--- src/rtl/uart_rx_if.sv ---
// uart_rx_if: consumer-side bundle for the UART receiver.
//   rx_data    received byte, meaningful while rx_valid=1
//   rx_valid   holding register full
//   rx_ready   consumer accepts the byte (handshake on rx_valid & rx_ready)
//   frame_err  one-cycle pulse, stop bit sampled low
//   overrun    sticky, a completed byte was dropped
//   parity_err one-cycle pulse, parity mismatch (0 unless parity is built in)
// master = receiver side, slave = consumer side.
interface uart_rx_if;
  logic [7:0] rx_data;
  logic       rx_valid;
  logic       rx_ready;
  logic       frame_err;
  logic       overrun;
  logic       parity_err;

  modport master (
    output rx_data, rx_valid, frame_err, overrun, parity_err,
    input  rx_ready
  );

  modport slave (
    input  rx_data, rx_valid, frame_err, overrun, parity_err,
    output rx_ready
  );
endinterface

--- src/rtl/uart_rx.sv ---
// uart_rx: asynchronous serial receiver, 8N1 frames (8E1 when UART_RX_PARITY_EN
// is defined), delivering bytes through a one-deep ready/valid holding register.
// Ports:
//   clk  system clock, rising edge
//   rst  synchronous active-high reset
//   rx   asynchronous serial line, idles high
//   bus  uart_rx_if.master: rx_data/rx_valid/rx_ready handshake plus
//        frame_err, overrun and parity_err status
// Parameter CLKS_PER_BIT: clocks per bit period, >= 4 and even.
// Option macro: UART_RX_PARITY_EN adds an even-parity bit and live parity_err.
module uart_rx #(
  parameter int unsigned CLKS_PER_BIT = 868
) (
  input  logic       clk,
  input  logic       rst,
  input  logic       rx,
  uart_rx_if.master  bus
);

  localparam int unsigned CNT_W = $clog2(CLKS_PER_BIT);
  localparam int unsigned HALF  = CLKS_PER_BIT / 2;
  localparam logic [CNT_W-1:0] CNT_HALF_END = CNT_W'(HALF - 1);
  localparam logic [CNT_W-1:0] CNT_BIT_END  = CNT_W'(CLKS_PER_BIT - 1);

  typedef enum logic [2:0] {
    S_IDLE   = 3'd0,
    S_START  = 3'd1,
    S_DATA   = 3'd2,
`ifdef UART_RX_PARITY_EN
    S_PARITY = 3'd3,
`endif
    S_STOP   = 3'd4
  } state_e;

  state_e           state_q, state_d;
  logic [CNT_W-1:0] cnt_q, cnt_d;
  logic [2:0]       bit_idx_q, bit_idx_d;
  logic [7:0]       shift_q, shift_d;
  logic [1:0]       sync_q, sync_d;
  logic             prev_q, prev_d;
  logic [7:0]       rx_data_q, rx_data_d;
  logic             rx_valid_q, rx_valid_d;
  logic             frame_err_q, frame_err_d;
  logic             overrun_q, overrun_d;
`ifdef UART_RX_PARITY_EN
  logic             parity_err_q, parity_err_d;
  logic             par_flag_q, par_flag_d;
`endif
  logic             hs;
  logic             deliver;
  logic             line;

  // Next-state, datapath and holding-register update
  always_comb begin
    sync_d      = {sync_q[0], rx};
    prev_d      = sync_q[1];
    line        = sync_q[1];
    state_d     = state_q;
    cnt_d       = cnt_q + CNT_W'(1);
    bit_idx_d   = bit_idx_q;
    shift_d     = shift_q;
    rx_data_d   = rx_data_q;
    hs          = rx_valid_q & bus.rx_ready;
    rx_valid_d  = rx_valid_q & ~hs;
    overrun_d   = overrun_q & ~hs;
    frame_err_d = 1'b0;
    deliver     = 1'b0;
`ifdef UART_RX_PARITY_EN
    parity_err_d = 1'b0;
    par_flag_d   = par_flag_q;
`endif

    case (state_q)
      S_IDLE: begin
        cnt_d = '0;
        if (prev_q && !line) state_d = S_START;
      end
      S_START: begin
        // Mid-start-bit check rejects glitches shorter than half a bit
        if (cnt_q == CNT_HALF_END) begin
          state_d   = line ? S_IDLE : S_DATA;
          bit_idx_d = 3'd0;
        end
      end
      S_DATA: begin
        if (cnt_q == CNT_BIT_END) begin
          cnt_d     = '0;
          shift_d   = {line, shift_q[7:1]};
          bit_idx_d = bit_idx_q + 3'd1;
          if (bit_idx_q == 3'd7) begin
`ifdef UART_RX_PARITY_EN
            state_d = S_PARITY;
`else
            state_d = S_STOP;
`endif
          end
        end
      end
`ifdef UART_RX_PARITY_EN
      S_PARITY: begin
        if (cnt_q == CNT_BIT_END) begin
          par_flag_d = (line != (^shift_q));
          state_d    = S_STOP;
        end
      end
`endif
      S_STOP: begin
        if (cnt_q == CNT_BIT_END) begin
          state_d = S_IDLE;
          if (!line) begin
            frame_err_d = 1'b1;
          end
`ifdef UART_RX_PARITY_EN
          else if (par_flag_q) begin
            parity_err_d = 1'b1;
          end
`endif
          else begin
            deliver = 1'b1;
          end
        end
      end
      default: state_d = S_IDLE;
    endcase

    if (state_d != state_q) cnt_d = '0;

    // A byte accepted in this same cycle frees the register for the new one
    if (deliver) begin
      if (!rx_valid_q || hs) begin
        rx_data_d  = shift_q;
        rx_valid_d = 1'b1;
      end else begin
        overrun_d = 1'b1;
      end
    end
  end

  // State and output registers
  always_ff @(posedge clk) begin
    if (rst) begin
      state_q     <= S_IDLE;
      cnt_q       <= '0;
      bit_idx_q   <= 3'd0;
      shift_q     <= 8'h00;
      sync_q      <= 2'b11;
      prev_q      <= 1'b1;
      rx_data_q   <= 8'h00;
      rx_valid_q  <= 1'b0;
      frame_err_q <= 1'b0;
      overrun_q   <= 1'b0;
`ifdef UART_RX_PARITY_EN
      parity_err_q <= 1'b0;
      par_flag_q   <= 1'b0;
`endif
    end else begin
      state_q     <= state_d;
      cnt_q       <= cnt_d;
      bit_idx_q   <= bit_idx_d;
      shift_q     <= shift_d;
      sync_q      <= sync_d;
      prev_q      <= prev_d;
      rx_data_q   <= rx_data_d;
      rx_valid_q  <= rx_valid_d;
      frame_err_q <= frame_err_d;
      overrun_q   <= overrun_d;
`ifdef UART_RX_PARITY_EN
      parity_err_q <= parity_err_d;
      par_flag_q   <= par_flag_d;
`endif
    end
  end

  assign bus.rx_data   = rx_data_q;
  assign bus.rx_valid  = rx_valid_q;
  assign bus.frame_err = frame_err_q;
  assign bus.overrun   = overrun_q;
`ifdef UART_RX_PARITY_EN
  assign bus.parity_err = parity_err_q;
`else
  assign bus.parity_err = 1'b0;
`endif

endmodule

--- src/flat_wrapper.sv ---
// flat-port wrapper written by rule: the top's interface ports become plain ports
module uart_rx_flat 
#(
  parameter int unsigned CLKS_PER_BIT = 868
)
  (clk, rst, rx, bus_rx_data, bus_rx_valid, bus_frame_err, bus_overrun, bus_parity_err, bus_rx_ready);
  uart_rx_if bus_i ();
  input  logic clk;
  input  logic rst;
  input  logic rx;
  output wire logic [$bits(bus_i.rx_data)-1:0] bus_rx_data;
  output wire logic [$bits(bus_i.rx_valid)-1:0] bus_rx_valid;
  output wire logic [$bits(bus_i.frame_err)-1:0] bus_frame_err;
  output wire logic [$bits(bus_i.overrun)-1:0] bus_overrun;
  output wire logic [$bits(bus_i.parity_err)-1:0] bus_parity_err;
  input wire logic [$bits(bus_i.rx_ready)-1:0] bus_rx_ready;
  assign bus_rx_data = bus_i.rx_data;
  assign bus_rx_valid = bus_i.rx_valid;
  assign bus_frame_err = bus_i.frame_err;
  assign bus_overrun = bus_i.overrun;
  assign bus_parity_err = bus_i.parity_err;
  assign bus_i.rx_ready = bus_rx_ready;
  uart_rx #(.CLKS_PER_BIT(CLKS_PER_BIT)) u_core (.clk(clk), .rst(rst), .rx(rx), .bus(bus_i));
endmodule
--- config.mk ---
export PLATFORM = sky130hd
export DESIGN_NAME = uart_rx_flat
export DESIGN_NICKNAME = d
export VERILOG_FILES = /design/src/rtl/uart_rx_if.sv /design/src/rtl/uart_rx.sv /design/src/flat_wrapper.sv
export SDC_FILE = /design/constraint.sdc
export NUM_CORES = 1
export LEC_CHECK = 0
export BUFFER_PORTS_ARGS = -buffer_cell sky130_fd_sc_hd__buf_4
export CAP_MARGIN = 20
export CORE_ASPECT_RATIO = 0.6
export CORE_UTILIZATION = 52
export DETAILED_ROUTE_END_ITERATION = 8
export PLACE_DENSITY = 0.7
export SYNTH_ARGS = -nofsm -noshare
export SYNTH_HDL_FRONTEND = slang
export SYNTH_SLANG_ARGS = --single-unit
--- constraint.sdc ---
create_clock -name clk -period 1.7 [get_ports clk]
set_input_delay 0.255 -clock clk [delete_from_list [all_inputs] [get_ports clk]]
set_output_delay 0.255 -clock clk [all_outputs]
set_load 0.01 [all_outputs]
==> results.md <==
* Syn Nets at 195
* Vias per inst at 5.95
* Antenna Nets Post-Route at 0
* Clock Skews at 0.00299 ns
* Count leader, synth: dfxtp_1
* CP endpoint kind: flip-flop
* Power Density at approximately 790 nW/um^2
* Commonest cells in the netlist: dfxtp_1, a21oi_1, nand3_1, nor2_1, inv_1
* Lkg Pwr at 0.763 nW
* Initial Util at 57.1%
* Reg2reg setup slack at 0.06 ns
* Final cell count without fillers at 254
* Placed Area at 1900 um^2
* Drc violations at 0
* Die Height at 46.5 um
* Fin util at roughly 70%
* Vias in the first global route at 1353
* Post-route setup slack at 0.0584 ns
* Drt pass-1 iters at 4
* Root buf cell: clkbuf_8
* Reg clk slew, reported paths at around 0.070 ns
* Tot Pwr at 1.68 mW
* CTS tree: built
* Synth-to-Final Area Change at 23.2%
* Layout fillers at 241
* Outcome: finished, final reports clean
* Cells after DPL at roughly 240
* Top Ports at 16
* Hold Crit Class: input pin to flip-flop
* Top FF cell, synth: dfxtp_1
* GRT Overall Usage at 25.2%
* Fmax at 0.609 GHz
* Total routed wirelength at slightly above 4000 um
* Core area at approximately 3000 um^2
* Sw frac at 20.8%
* DR WL/cell at about 16 um
* Layout cells sized above 1 at 30.7%
* Synthesized flop and latch total at 38
* Net count, final at 219
* Hold depth at 2
* Final hold vios at 0
* Critical path required time at 1.92 ns
* Die W at 76.1 um
* Placer congestion estimate at between 0.8 and 0.9
* Cells after synthesis at 187
* Reg2Reg Capture Point: u_core.bit_idx_q[1]
* Max cap viols at 0
* Iter 0 DRT Violations at 162
* Post-synthesis sequential area ratio at approximately 44%
* CP max FO at 5
* Initial antenna violation count at 0
* Crit path DAT at 1.86 ns
* Top-area cell type share of the netlist area at between 40% and 50%
* Final Cycle Share at a little over nine tenths
* Peak VDD IR at roughly 550 uV
* Crit start category: flip-flop
* Post-Syn Area at around 1700 um^2
* First-pass GRT wire length at 6560 um
* Final hold slack at between 0.15 and 0.2 ns
* Final Cell Area at between 2000 and 2500 um^2
* M3 GR Usage at 7.33%
* Yosys top cell by area: dfxtp_1
* CTS Sinks at 38
* Unrepaired setup endpoints after global routing: yes
* Std cell rows at 15
* CTS Buf Count at 5
* Placement Setup Slack at 0.0560 ns
* Vias at approximately 1500
* Clock Latency Late Sink at 0.28 ns
* Setup TNS Final at 0 ns
* Diode count at 0
* Sequential share of power at 53.9%
* HPWL after DPL at about 2700 um
* Distinct cells, synth at 44
* Grt ovf at 0
* P_sw at 348 uW
* Post-synth ARST share at 0%
* Htree depth at 2
* Pin count of the biggest net entering global routing at 29
* Cell-internal power at 1.33 mW
* Tmin final at 1.64 ns
* Grt met2 use at 42.2%
* R2R depth at 5
* Post-synth EDFFs at 0
* Setup-failing EPs final at 0
* Busiest grt layer: met2
* PortBufs at 14
* WHS Endpoint: u_core.bus.overrun
* Post-synthesis average cell area at 9.17 um^2
* Synth area leaders: dfxtp_1, a21oi_1, a311oi_1, a31o_2, nand3_1
* YS warnings at 0
* Min-delay src: bus_rx_ready
* Logic gate share of total power at 3.5%
* Worst r2r src: u_core.cnt_q[0]
* GRT met1 Usage at 31.9%
* CP Class: flip-flop to flip-flop
* CTS Hold Buffers Added at 0
* Max-slew violation count at 0
* Die area at between 3000 and 4000 um^2
* Clock Path Buffers at 2
* Clock share of power at a little over two fifths
cell type report:
type	count	area [um^2]	area share, %
well taps	42	52.6	2.49
multi-input cells	122	876	41.5
clock buffers	8	110	5.21
repair buffers	30	254	12.0
flip-flops and latches	38	767	36.3
inverters	14	52.6	2.49
sequential cells by signal, summed over array words and instances (netlist names):
register              cells
u_core.bit_idx_q          3
u_core.bus.frame_err      1
u_core.bus.overrun        1
u_core.bus.rx_data        8
u_core.bus.rx_valid       1
u_core.cnt_q             10
u_core.prev_q             1
u_core.shift_q            8
u_core.state_q            3
u_core.sync_q             2
power groups by stage:
stage	clock, mW	sequential [mW]	combinational (mW)
final	0.716	0.904	0.0588
after detailed placement	0	0.923	0.0460
after global placement	0	0.922	0.0442
after global routing	0.766	0.905	0.0636
after floorplan	0	0.919	0.0381
after CTS	0.727	0.902	0.0461
cell families after synthesis:
family / after synthesis / share of synthesized area, %
xor gates and xnor gates: 8 / 4.09
DFF: 38 / 44.4
AOI/OAI and AO/OA: 40 / 17.4
muxes: 1 / 0.657
and+or+nand+nor: 68 / 23.6
other: 1 / 0.219
buffers and inverters: 27 / 6.71
adders and majority gates: 4 / 2.92
repair_timing:
| item | CTS | global route |
|---|---|---|
| buffers inserted | 0 | 5 |
| endpoints found under the setup margin | 0 | 21 |
| resized for setup | 0 | 12 |
how the worst max path moves through the flow:
stage	slack (ns)	endpoint	start	depth (start not counted)
2_1_floorplan	0.08	u_core.bus.rx_data[0]	u_core.cnt_q[0]	6
3_3_place_gp	0.12	u_core.bit_idx_q[1]	u_core.cnt_q[0]	5
3_5_place_dp	0.06	u_core.bit_idx_q[2]	u_core.cnt_q[0]	5
4_1_cts	0.007	u_core.bit_idx_q[2]	u_core.cnt_q[0]	5
5_1_grt	-0.04	u_core.cnt_q[0]	u_core.state_q[0]	5
6_report	0.06	u_core.bit_idx_q[1]	u_core.cnt_q[0]	5
placed cells by master, fill, tap and decap left out, types with 2 or more instances in the layout:
| cell | synthesis | layout |
|---|---|---|
| a21oi_1 | 15 | 13 |
| nand3_1 | 14 | 14 |
| a21oi_2 | 0 | 2 |
| nand4_1 | 5 | 5 |
| ha_1 | 4 | 3 |
| dfxtp_1 | 38 | 35 |
| xor2_1 | 4 | 4 |
| nor2_1 | 14 | 14 |
| nor4_1 | 2 | 2 |
| or2_2 | 2 | 2 |
| and2_1 | 2 | 2 |
| a31o_2 | 8 | 8 |
| clkbuf_8 | 0 | 8 |
| a311oi_1 | 8 | 8 |
| nand2b_1 | 4 | 4 |
| dfxtp_2 | 0 | 2 |
| buf_12 | 0 | 2 |
| buf_4 | 2 | 27 |
| o211ai_1 | 2 | 2 |
| xnor2_1 | 4 | 4 |
| nand2_1 | 9 | 9 |
| inv_1 | 13 | 13 |
routing by layer:
metal / share of wire, % / vias to the layer above
li1: - / 709
met1: 45 / 726
met2: 47 / 68
met3: 6.9 / 8
met4: 1.0 / 0
met5: 0 / -
worst max-delay path: stages (launching register included):
cell,delay (ns)
dfxtp_4,0.38
ha_4,0.14
nor3b_4,0.27
nand4_4,0.17
or4_1,0.45
a21oi_1,0.17
No activity file was read; power rests on OpenSTA's default activity.
